**src/rtl/z80_io_decoder_if.sv**
```systemverilog
// ============================================================================
// Module      : z80_io_decoder_if
// Description : Bus bundle between the Z80 side and the I/O decoder.
//               Carries the Z80 address/data/control inputs, the device
//               read-back bus, and all decoder outputs (device index,
//               config-window select, per-device strobes, read data).
//               master = Z80/system side, slave = decoder.
// Revision    : 1.0 - initial release
// ============================================================================
`default_nettype none

interface z80_io_decoder_if;
    logic [7:0]  i_addr;       // Z80 A[7:0]
    logic [7:0]  i_data;       // Z80 D[7:0] write data
    logic        i_iorq_n;     // IORQ, active low
    logic        i_rd_n;       // RD, active low
    logic        i_wr_n;       // WR, active low
    logic        i_m1_n;       // M1, active low
    logic [31:0] i_dev_rdata;  // device n read data at [8n+7:8n]
    logic [1:0]  o_device;     // combinational device index
    logic        o_cfg_cs_n;   // config window write select, active low
    logic [1:0]  o_cfg_addr;   // config register index
    logic [1:0]  o_local_addr; // registered A[1:0]
    logic [7:0]  o_wdata;      // registered write data
    logic [3:0]  o_wr_stb;     // one-cycle write strobe per device
    logic [3:0]  o_rd_stb;     // one-cycle read strobe per device
    logic [7:0]  o_data;       // registered read data to Z80
    logic        o_data_oe;    // drive enable for o_data

    modport master (
        output i_addr, i_data, i_iorq_n, i_rd_n, i_wr_n, i_m1_n, i_dev_rdata,
        input  o_device, o_cfg_cs_n, o_cfg_addr, o_local_addr, o_wdata,
               o_wr_stb, o_rd_stb, o_data, o_data_oe
    );

    modport slave (
        input  i_addr, i_data, i_iorq_n, i_rd_n, i_wr_n, i_m1_n, i_dev_rdata,
        output o_device, o_cfg_cs_n, o_cfg_addr, o_local_addr, o_wdata,
               o_wr_stb, o_rd_stb, o_data, o_data_oe
    );
endinterface

`default_nettype wire

```
**src/rtl/z80_io_decoder.sv**
```systemverilog
// ============================================================================
// Module      : z80_io_decoder
// Description : Z80 I/O-space front end. Decodes IORQ cycles into four
//               4-port device windows plus a config window, issues one
//               read or write strobe per IORQ assertion, and registers
//               device read data back onto the Z80 data bus.
// Ports       : i_clk   - Z80-domain clock
//               i_reset - asynchronous reset, active high
//               bus     - z80_io_decoder_if.slave (Z80 bus in, strobes out)
// Revision    : 1.0 - initial release
// ============================================================================
`default_nettype none

module z80_io_decoder #(
    parameter logic [7:0] DEV0_BASE = 8'h00,
    parameter logic [7:0] DEV1_BASE = 8'h10,
    parameter logic [7:0] DEV2_BASE = 8'h20,
    parameter logic [7:0] DEV3_BASE = 8'h30,
    parameter logic [7:0] CFG_BASE  = 8'hF0
) (
    input  wire logic          i_clk,
    input  wire logic          i_reset,
    z80_io_decoder_if.slave    bus
);

    localparam logic [1:0] S_IDLE   = 2'd0;
    localparam logic [1:0] S_ACTIVE = 2'd1;
    localparam logic [1:0] S_DONE   = 2'd2;
    localparam logic [1:0] S_IACK   = 2'd3;

    logic [1:0] r_state_q,  w_state_d;
    logic [1:0] r_dev_q,    w_dev_d;
    logic [1:0] r_laddr_q,  w_laddr_d;
    logic [7:0] r_wdata_q,  w_wdata_d;
    logic [3:0] r_wr_stb_q, w_wr_stb_d;
    logic [3:0] r_rd_stb_q, w_rd_stb_d;
    logic [7:0] r_data_q,   w_data_d;
    logic       r_oe_q,     w_oe_d;
    logic       r_rd_act_q, w_rd_act_d;
    logic       r_iorq_q;

    logic       w_hit_cfg;
    logic       w_mapped;
    logic [1:0] w_dev_idx;
    logic       w_iorq_fall;

    // Window decode: CFG outranks the device windows, then DEV0..DEV3.
    assign w_hit_cfg = (bus.i_addr[7:2] == CFG_BASE[7:2]);

    always_comb begin
        w_mapped  = 1'b0;
        w_dev_idx = 2'd0;
        if (w_hit_cfg) begin
            w_mapped  = 1'b0;
        end else if (bus.i_addr[7:2] == DEV0_BASE[7:2]) begin
            w_mapped  = 1'b1;
            w_dev_idx = 2'd0;
        end else if (bus.i_addr[7:2] == DEV1_BASE[7:2]) begin
            w_mapped  = 1'b1;
            w_dev_idx = 2'd1;
        end else if (bus.i_addr[7:2] == DEV2_BASE[7:2]) begin
            w_mapped  = 1'b1;
            w_dev_idx = 2'd2;
        end else if (bus.i_addr[7:2] == DEV3_BASE[7:2]) begin
            w_mapped  = 1'b1;
            w_dev_idx = 2'd3;
        end
    end

    assign bus.o_device   = w_dev_idx;
    assign bus.o_cfg_cs_n = ~(~bus.i_iorq_n & bus.i_m1_n & ~bus.i_wr_n & w_hit_cfg);
    assign bus.o_cfg_addr = bus.i_addr[1:0];

    // r_iorq_q resets low so an IORQ already asserted when reset releases
    // is not seen as a fresh cycle; only a real high-to-low edge starts one.
    assign w_iorq_fall = r_iorq_q & ~bus.i_iorq_n;

    always_comb begin
        w_state_d  = r_state_q;
        w_dev_d    = r_dev_q;
        w_laddr_d  = r_laddr_q;
        w_wdata_d  = r_wdata_q;
        w_wr_stb_d = 4'b0000;
        w_rd_stb_d = 4'b0000;
        // Read stays live only while both RD and IORQ remain asserted.
        w_rd_act_d = r_rd_act_q & ~bus.i_rd_n & ~bus.i_iorq_n;
        w_oe_d     = r_rd_act_q & ~bus.i_rd_n & ~bus.i_iorq_n;
        w_data_d   = r_data_q;
        // Capture device data the clock after the read strobe.
        if (r_rd_stb_q != 4'b0000) begin
            w_data_d = bus.i_dev_rdata[{r_dev_q, 3'b000} +: 8];
        end

        case (r_state_q)
            S_IDLE: begin
                if (w_iorq_fall && !bus.i_m1_n) begin
                    w_state_d = S_IACK;
                end else if (w_iorq_fall && w_mapped) begin
                    w_state_d = S_ACTIVE;
                    w_dev_d   = w_dev_idx;
                    w_laddr_d = bus.i_addr[1:0];
                    w_wdata_d = bus.i_data;
                end else if (w_iorq_fall) begin
                    w_state_d = S_DONE;
                end
            end
            S_ACTIVE: begin
                if (bus.i_iorq_n) begin
                    w_state_d = S_IDLE;
                end else if (!bus.i_wr_n) begin
                    // Write wins when RD and WR are both low.
                    w_wr_stb_d = 4'b0001 << r_dev_q;
                    w_wdata_d  = bus.i_data;
                    w_state_d  = S_DONE;
                end else if (!bus.i_rd_n) begin
                    w_rd_stb_d = 4'b0001 << r_dev_q;
                    w_rd_act_d = 1'b1;
                    w_state_d  = S_DONE;
                end
            end
            S_DONE, S_IACK: begin
                if (bus.i_iorq_n) begin
                    w_state_d = S_IDLE;
                end
            end
            default: w_state_d = S_IDLE;
        endcase
    end

    always_ff @(posedge i_clk or posedge i_reset) begin
        if (i_reset) begin
            r_state_q  <= S_IDLE;
            r_dev_q    <= 2'd0;
            r_laddr_q  <= 2'd0;
            r_wdata_q  <= 8'h00;
            r_wr_stb_q <= 4'b0000;
            r_rd_stb_q <= 4'b0000;
            r_data_q   <= 8'h00;
            r_oe_q     <= 1'b0;
            r_rd_act_q <= 1'b0;
            r_iorq_q   <= 1'b0;
        end else begin
            r_state_q  <= w_state_d;
            r_dev_q    <= w_dev_d;
            r_laddr_q  <= w_laddr_d;
            r_wdata_q  <= w_wdata_d;
            r_wr_stb_q <= w_wr_stb_d;
            r_rd_stb_q <= w_rd_stb_d;
            r_data_q   <= w_data_d;
            r_oe_q     <= w_oe_d;
            r_rd_act_q <= w_rd_act_d;
            r_iorq_q   <= bus.i_iorq_n;
        end
    end

    assign bus.o_local_addr = r_laddr_q;
    assign bus.o_wdata      = r_wdata_q;
    assign bus.o_wr_stb     = r_wr_stb_q;
    assign bus.o_rd_stb     = r_rd_stb_q;
    assign bus.o_data       = r_data_q;
    assign bus.o_data_oe    = r_oe_q;

endmodule

`default_nettype wire

```
**src/flat_wrapper.sv**
```systemverilog
// flat-port wrapper written by rule: the top's interface ports become plain ports
module z80_io_decoder_flat 
#(
    parameter logic [7:0] DEV0_BASE = 8'h00,
    parameter logic [7:0] DEV1_BASE = 8'h10,
    parameter logic [7:0] DEV2_BASE = 8'h20,
    parameter logic [7:0] DEV3_BASE = 8'h30,
    parameter logic [7:0] CFG_BASE  = 8'hF0
)
  (i_clk, i_reset, bus_i_addr, bus_i_data, bus_i_iorq_n, bus_i_rd_n, bus_i_wr_n, bus_i_m1_n, bus_i_dev_rdata, bus_o_device, bus_o_cfg_cs_n, bus_o_cfg_addr, bus_o_local_addr, bus_o_wdata, bus_o_wr_stb, bus_o_rd_stb, bus_o_data, bus_o_data_oe);
  z80_io_decoder_if bus_i ();
  input  wire logic i_clk;
  input  wire logic i_reset;
  input wire logic [$bits(bus_i.i_addr)-1:0] bus_i_addr;
  input wire logic [$bits(bus_i.i_data)-1:0] bus_i_data;
  input wire logic [$bits(bus_i.i_iorq_n)-1:0] bus_i_iorq_n;
  input wire logic [$bits(bus_i.i_rd_n)-1:0] bus_i_rd_n;
  input wire logic [$bits(bus_i.i_wr_n)-1:0] bus_i_wr_n;
  input wire logic [$bits(bus_i.i_m1_n)-1:0] bus_i_m1_n;
  input wire logic [$bits(bus_i.i_dev_rdata)-1:0] bus_i_dev_rdata;
  output wire logic [$bits(bus_i.o_device)-1:0] bus_o_device;
  output wire logic [$bits(bus_i.o_cfg_cs_n)-1:0] bus_o_cfg_cs_n;
  output wire logic [$bits(bus_i.o_cfg_addr)-1:0] bus_o_cfg_addr;
  output wire logic [$bits(bus_i.o_local_addr)-1:0] bus_o_local_addr;
  output wire logic [$bits(bus_i.o_wdata)-1:0] bus_o_wdata;
  output wire logic [$bits(bus_i.o_wr_stb)-1:0] bus_o_wr_stb;
  output wire logic [$bits(bus_i.o_rd_stb)-1:0] bus_o_rd_stb;
  output wire logic [$bits(bus_i.o_data)-1:0] bus_o_data;
  output wire logic [$bits(bus_i.o_data_oe)-1:0] bus_o_data_oe;
  assign bus_i.i_addr = bus_i_addr;
  assign bus_i.i_data = bus_i_data;
  assign bus_i.i_iorq_n = bus_i_iorq_n;
  assign bus_i.i_rd_n = bus_i_rd_n;
  assign bus_i.i_wr_n = bus_i_wr_n;
  assign bus_i.i_m1_n = bus_i_m1_n;
  assign bus_i.i_dev_rdata = bus_i_dev_rdata;
  assign bus_o_device = bus_i.o_device;
  assign bus_o_cfg_cs_n = bus_i.o_cfg_cs_n;
  assign bus_o_cfg_addr = bus_i.o_cfg_addr;
  assign bus_o_local_addr = bus_i.o_local_addr;
  assign bus_o_wdata = bus_i.o_wdata;
  assign bus_o_wr_stb = bus_i.o_wr_stb;
  assign bus_o_rd_stb = bus_i.o_rd_stb;
  assign bus_o_data = bus_i.o_data;
  assign bus_o_data_oe = bus_i.o_data_oe;
  z80_io_decoder #(.DEV0_BASE(DEV0_BASE), .DEV1_BASE(DEV1_BASE), .DEV2_BASE(DEV2_BASE), .DEV3_BASE(DEV3_BASE), .CFG_BASE(CFG_BASE)) u_core (.i_clk(i_clk), .i_reset(i_reset), .bus(bus_i));
endmodule
```
**config.mk**
```make
export PLATFORM = sky130hd
export DESIGN_NAME = z80_io_decoder_flat
export DESIGN_NICKNAME = d
export VERILOG_FILES = /design/src/rtl/z80_io_decoder_if.sv /design/src/rtl/z80_io_decoder.sv /design/src/flat_wrapper.sv
export SDC_FILE = /design/constraint.sdc
export NUM_CORES = 1
export LEC_CHECK = 0
export CORE_UTILIZATION = 43
export CTS_CLUSTER_SIZE = 25
export DETAILED_ROUTE_END_ITERATION = 7
export PLACE_DENSITY = 0.85
export SYNTH_ARGS = -nofsm -noshare
export SYNTH_HDL_FRONTEND = slang
export SYNTH_SLANG_ARGS = --single-unit
```
**constraint.sdc**
```tcl
create_clock -name i_clk -period 4.51 [get_ports i_clk]
set_input_delay 1.1275 -clock i_clk [delete_from_list [all_inputs] [get_ports i_clk]]
set_output_delay 1.1275 -clock i_clk [all_outputs]
set_load 0.02 [all_outputs]
```
==> metrics.txt, run 1 <==
num rows 22; R2R cell count 3; GRT Util Overall 0.2173; WHS Path Cells 2; Root Driver clkbuf_8; sequential area share after synthesis 0.4738; RSZ-0062 raised after global routing no; arrival time at the worst endpoint 3000 ps; # hold bufs at CTS 0; sw power 243.1 uW; Port Buffers 85; Yosys top cell area share 0.4738; Logic pwr share 0.278; Vias/cell 5.576; Core Region 3771 sq um; P_leak 0.001037 uW; clock-pin slew on the worst setup and hold paths 80 ps; post-cts sizing count 0; Power Dens Cells 323.6 nW/um^2; vias in the first global route 1536; # Max-Cap Violations 0; initial antenna violation count 0; worst skew pair latency 290 ps; fin nets 288; cell taking the most area after synthesis dfrtp_1; most frequent cells after synthesis dfrtp_1, mux2_2, clkbuf_1, nand2b_1, o21ai_0; 1st-pass router iterations 4; met2 wire length 2290 um; Final Power 883.2 uW; Primary FF master, synth dfrtp_1; pin count of the biggest net entering global routing 34; Initial DRC Count 35; Die Wd 65.67 um; DR top layer met4; Final Wtd Congestion 0.7289; fraction of registers with async set/reset 1.000; DRC 0; Mapped Area 1743 sq um; Clk network pwr share 0.314; Worst-Margin Slew 917.4 ps; crit-path leading delay family buffers and inverters; Initial Utilization 0.4622; Max Slew Vio Count 0; CTS tree done; ant diodes 0; worst setup path category input port to output pin; Syn. warnings 0; Slowest cell on crit path clkdlybuf4s50_1; Setup Buffers After CTS 0; first-pass GRT wire length 7044 um; critical path depth in cells 4; syn avg cell area 11.39 sq um; setup TNS 0 ps; Area Overhead vs Synth 56.57%; clk sinks 33; multi-input logic area 847.1 sq um; met3 WL 386 um; switching share of power 0.2753; CTS buffer count 5; Flop pwr share 0.408; status finished clean; CP cell instances clkdlybuf4s50_1 -> or3b_2 -> or3_1 -> clkdlybuf4s50_1; FF+latch count, synth 33; post-synth cell types 29; Buf/Inv on CP 2; CTS H-Tree Depth 2; top-count cell post-synth dfrtp_1; Final setup violation count 0; crit path time final 4127 ps; hpwl dp 3351 um; crit-path max cell delay 560 ps; FILL cells 280; crit end category output pin; Die ar. 4312 sq um; Int Pwr 640.1 uW; Post-Syn Instances 153; Period Utilization, post-route 0.9150; final hold slack 491.2 ps; Die H 65.67 um; most used cell, CP clkdlybuf4s50_1; VDD IR max 0.0003127 V; Slew headroom 0.3833; mean routed wirelength per cell 15.76 um; Clock Path Buffers 2; WL met1 1707 um; Area contributors post-synth dfrtp_1, mux4_2, mux2_2, nand2b_1, o2111ai_1; num ports 86; fmax 242.3 MHz; final WL 4460 um; Final Hold Vio Count 0; Post-synth EDFFs 0; CP Launch Type input port; Layout Skew 10.23 ps; Worst Hold Class flop to flop; register area 825.8 sq um; share of cells above drive strength 1 0.1447; CP required 3380 ps; vias 1578; Post-Syn Nets 207; Routed Antenna Nets 0; global route overflow 0; Worst Path Max Fanout 3
## cell usage in the layout, fill, tap and decap left out
cell type | synthesis | routed
nor4b_1 | 1 | 1
nor4_1 | 2 | 2
mux2_2 | 12 | 12
nand3_1 | 2 | 2
o21ai_0 | 9 | 9
buf_4 | 2 | 3
and3b_1 | 1 | 1
and2_1 | 1 | 1
mux4_2 | 8 | 8
nand2b_1 | 10 | 10
nand3b_1 | 1 | 1
o2111ai_1 | 7 | 7
inv_1 | 2 | 2
clkinv_4 | 0 | 1
or4_1 | 8 | 8
or3b_2 | 2 | 2
nor3_1 | 5 | 5
a21oi_1 | 4 | 4
bufinv_16 | 0 | 1
nand2_1 | 7 | 7
or3_1 | 1 | 1
nand4bb_1 | 1 | 1
o21a_1 | 3 | 3
nor2_1 | 6 | 6
clkbuf_8 | 0 | 5
o211ai_1 | 8 | 8
clkinvlp_4 | 0 | 1
nor2b_1 | 2 | 2
dfrtp_1 | 33 | 33
nor4_2 | 1 | 1
clkdlybuf4s50_1 | 0 | 85
nand4_1 | 2 | 2
## logic make-up after synthesis
logic type | count (synthesis) | synth area share
multiplexers | 20 | 0.1809
AO/OA/AOI/OAI | 31 | 0.1199
AND/OR/NAND/NOR | 53 | 0.1852
buffers and inverters | 16 | 0.04020
flip-flops | 33 | 0.4738
## metal layers
layer,GRT usage,vias up
met1,0.2590,758
met5,0,-
li1,-,746
met2,0.3699,66
met3,0.05903,8
met4,0.08152,0
## state kept, by name, summed over array words and instances (netlist names)
register	count
u_core.bus.o_rd_stb	4
u_core.bus.o_local_addr	2
u_core.bus.o_wr_stb	4
u_core.bus.o_data	8
u_core.r_iorq_q	1
u_core.bus.o_wdata	8
u_core.r_rd_act_q	1
u_core.r_state_q	2
u_core.bus.o_data_oe	1
u_core.r_dev_q	2
## tightest hold or removal path: cells and delay by family (launching register included)
kind                   cells  cell delay, ps
AND/OR/NAND/NOR            1              70
flip-flops                 1             340
buffers and inverters      1              50
## cell type report
| cell class | count | area share |
|---|---|---|
| Tap cell | 48 | 0.02201 |
| Clock inverter | 3 | 0.01696 |
| Inverter | 2 | 0.002751 |
| Multi-Input combinational cell | 104 | 0.3104 |
| Clock buffer | 5 | 0.02522 |
| Timing Repair Buffer | 88 | 0.3200 |
| Sequential cell | 33 | 0.3026 |
## power by group through the flow
stage / clock, uW / combinational (uW) / sequential (uW)
after floorplan: 0 / 89.0 / 392
after global placement: 0 / 242 / 364
after detailed placement: 0 / 248 / 365
after CTS: 282 / 249 / 360
after global routing: 297 / 262 / 365
final: 277 / 246 / 360
## per-stage QoR
step | utilization | instances | cell area [sq um] | setup slack [ps]
after floorplan | - | 153 | 1743 | 1288
after global placement | 0.6931 | 275 | 2614 | 445.8
after detailed placement | 0.6931 | 275 | 2614 | 382.8
after CTS | 0.7236 | 283 | 2729 | 382.8
after global routing | 0.7236 | 283 | 2729 | 348.8
final | 0.7236 | 283 | 2729 | 383.4
## worst paths after layout
check,from,endpoint,slack (ps)
worst max-delay path,bus_i_addr[3],bus_o_cfg_cs_n,380
worst max register to register,u_core.r_state_q[1],u_core.bus.o_wdata[4],2730
worst min-delay path,u_core.r_rd_act_q,u_core.bus.o_data_oe,490
min in group asynchronous,i_reset,u_core.r_rd_act_q,1250
worst min register to register,u_core.r_rd_act_q,u_core.bus.o_data_oe,490
max in group asynchronous,i_reset,u_core.bus.o_wdata[7],2950
No activity file was read; power rests on OpenSTA's default activity.
==> inputs of run 2 (changes only) <==
- CTS_CLUSTER_SIZE: 25 -> unset
==> results of run 2 <==
Same layout as run 1: the final DEF is identical, and so are final timing and power.
==> inputs of run 3 (changes only) <==
- CAP_MARGIN: unset -> 30
==> results of run 3 <==
Same layout as run 1: the final DEF is identical, and so are final timing and power.
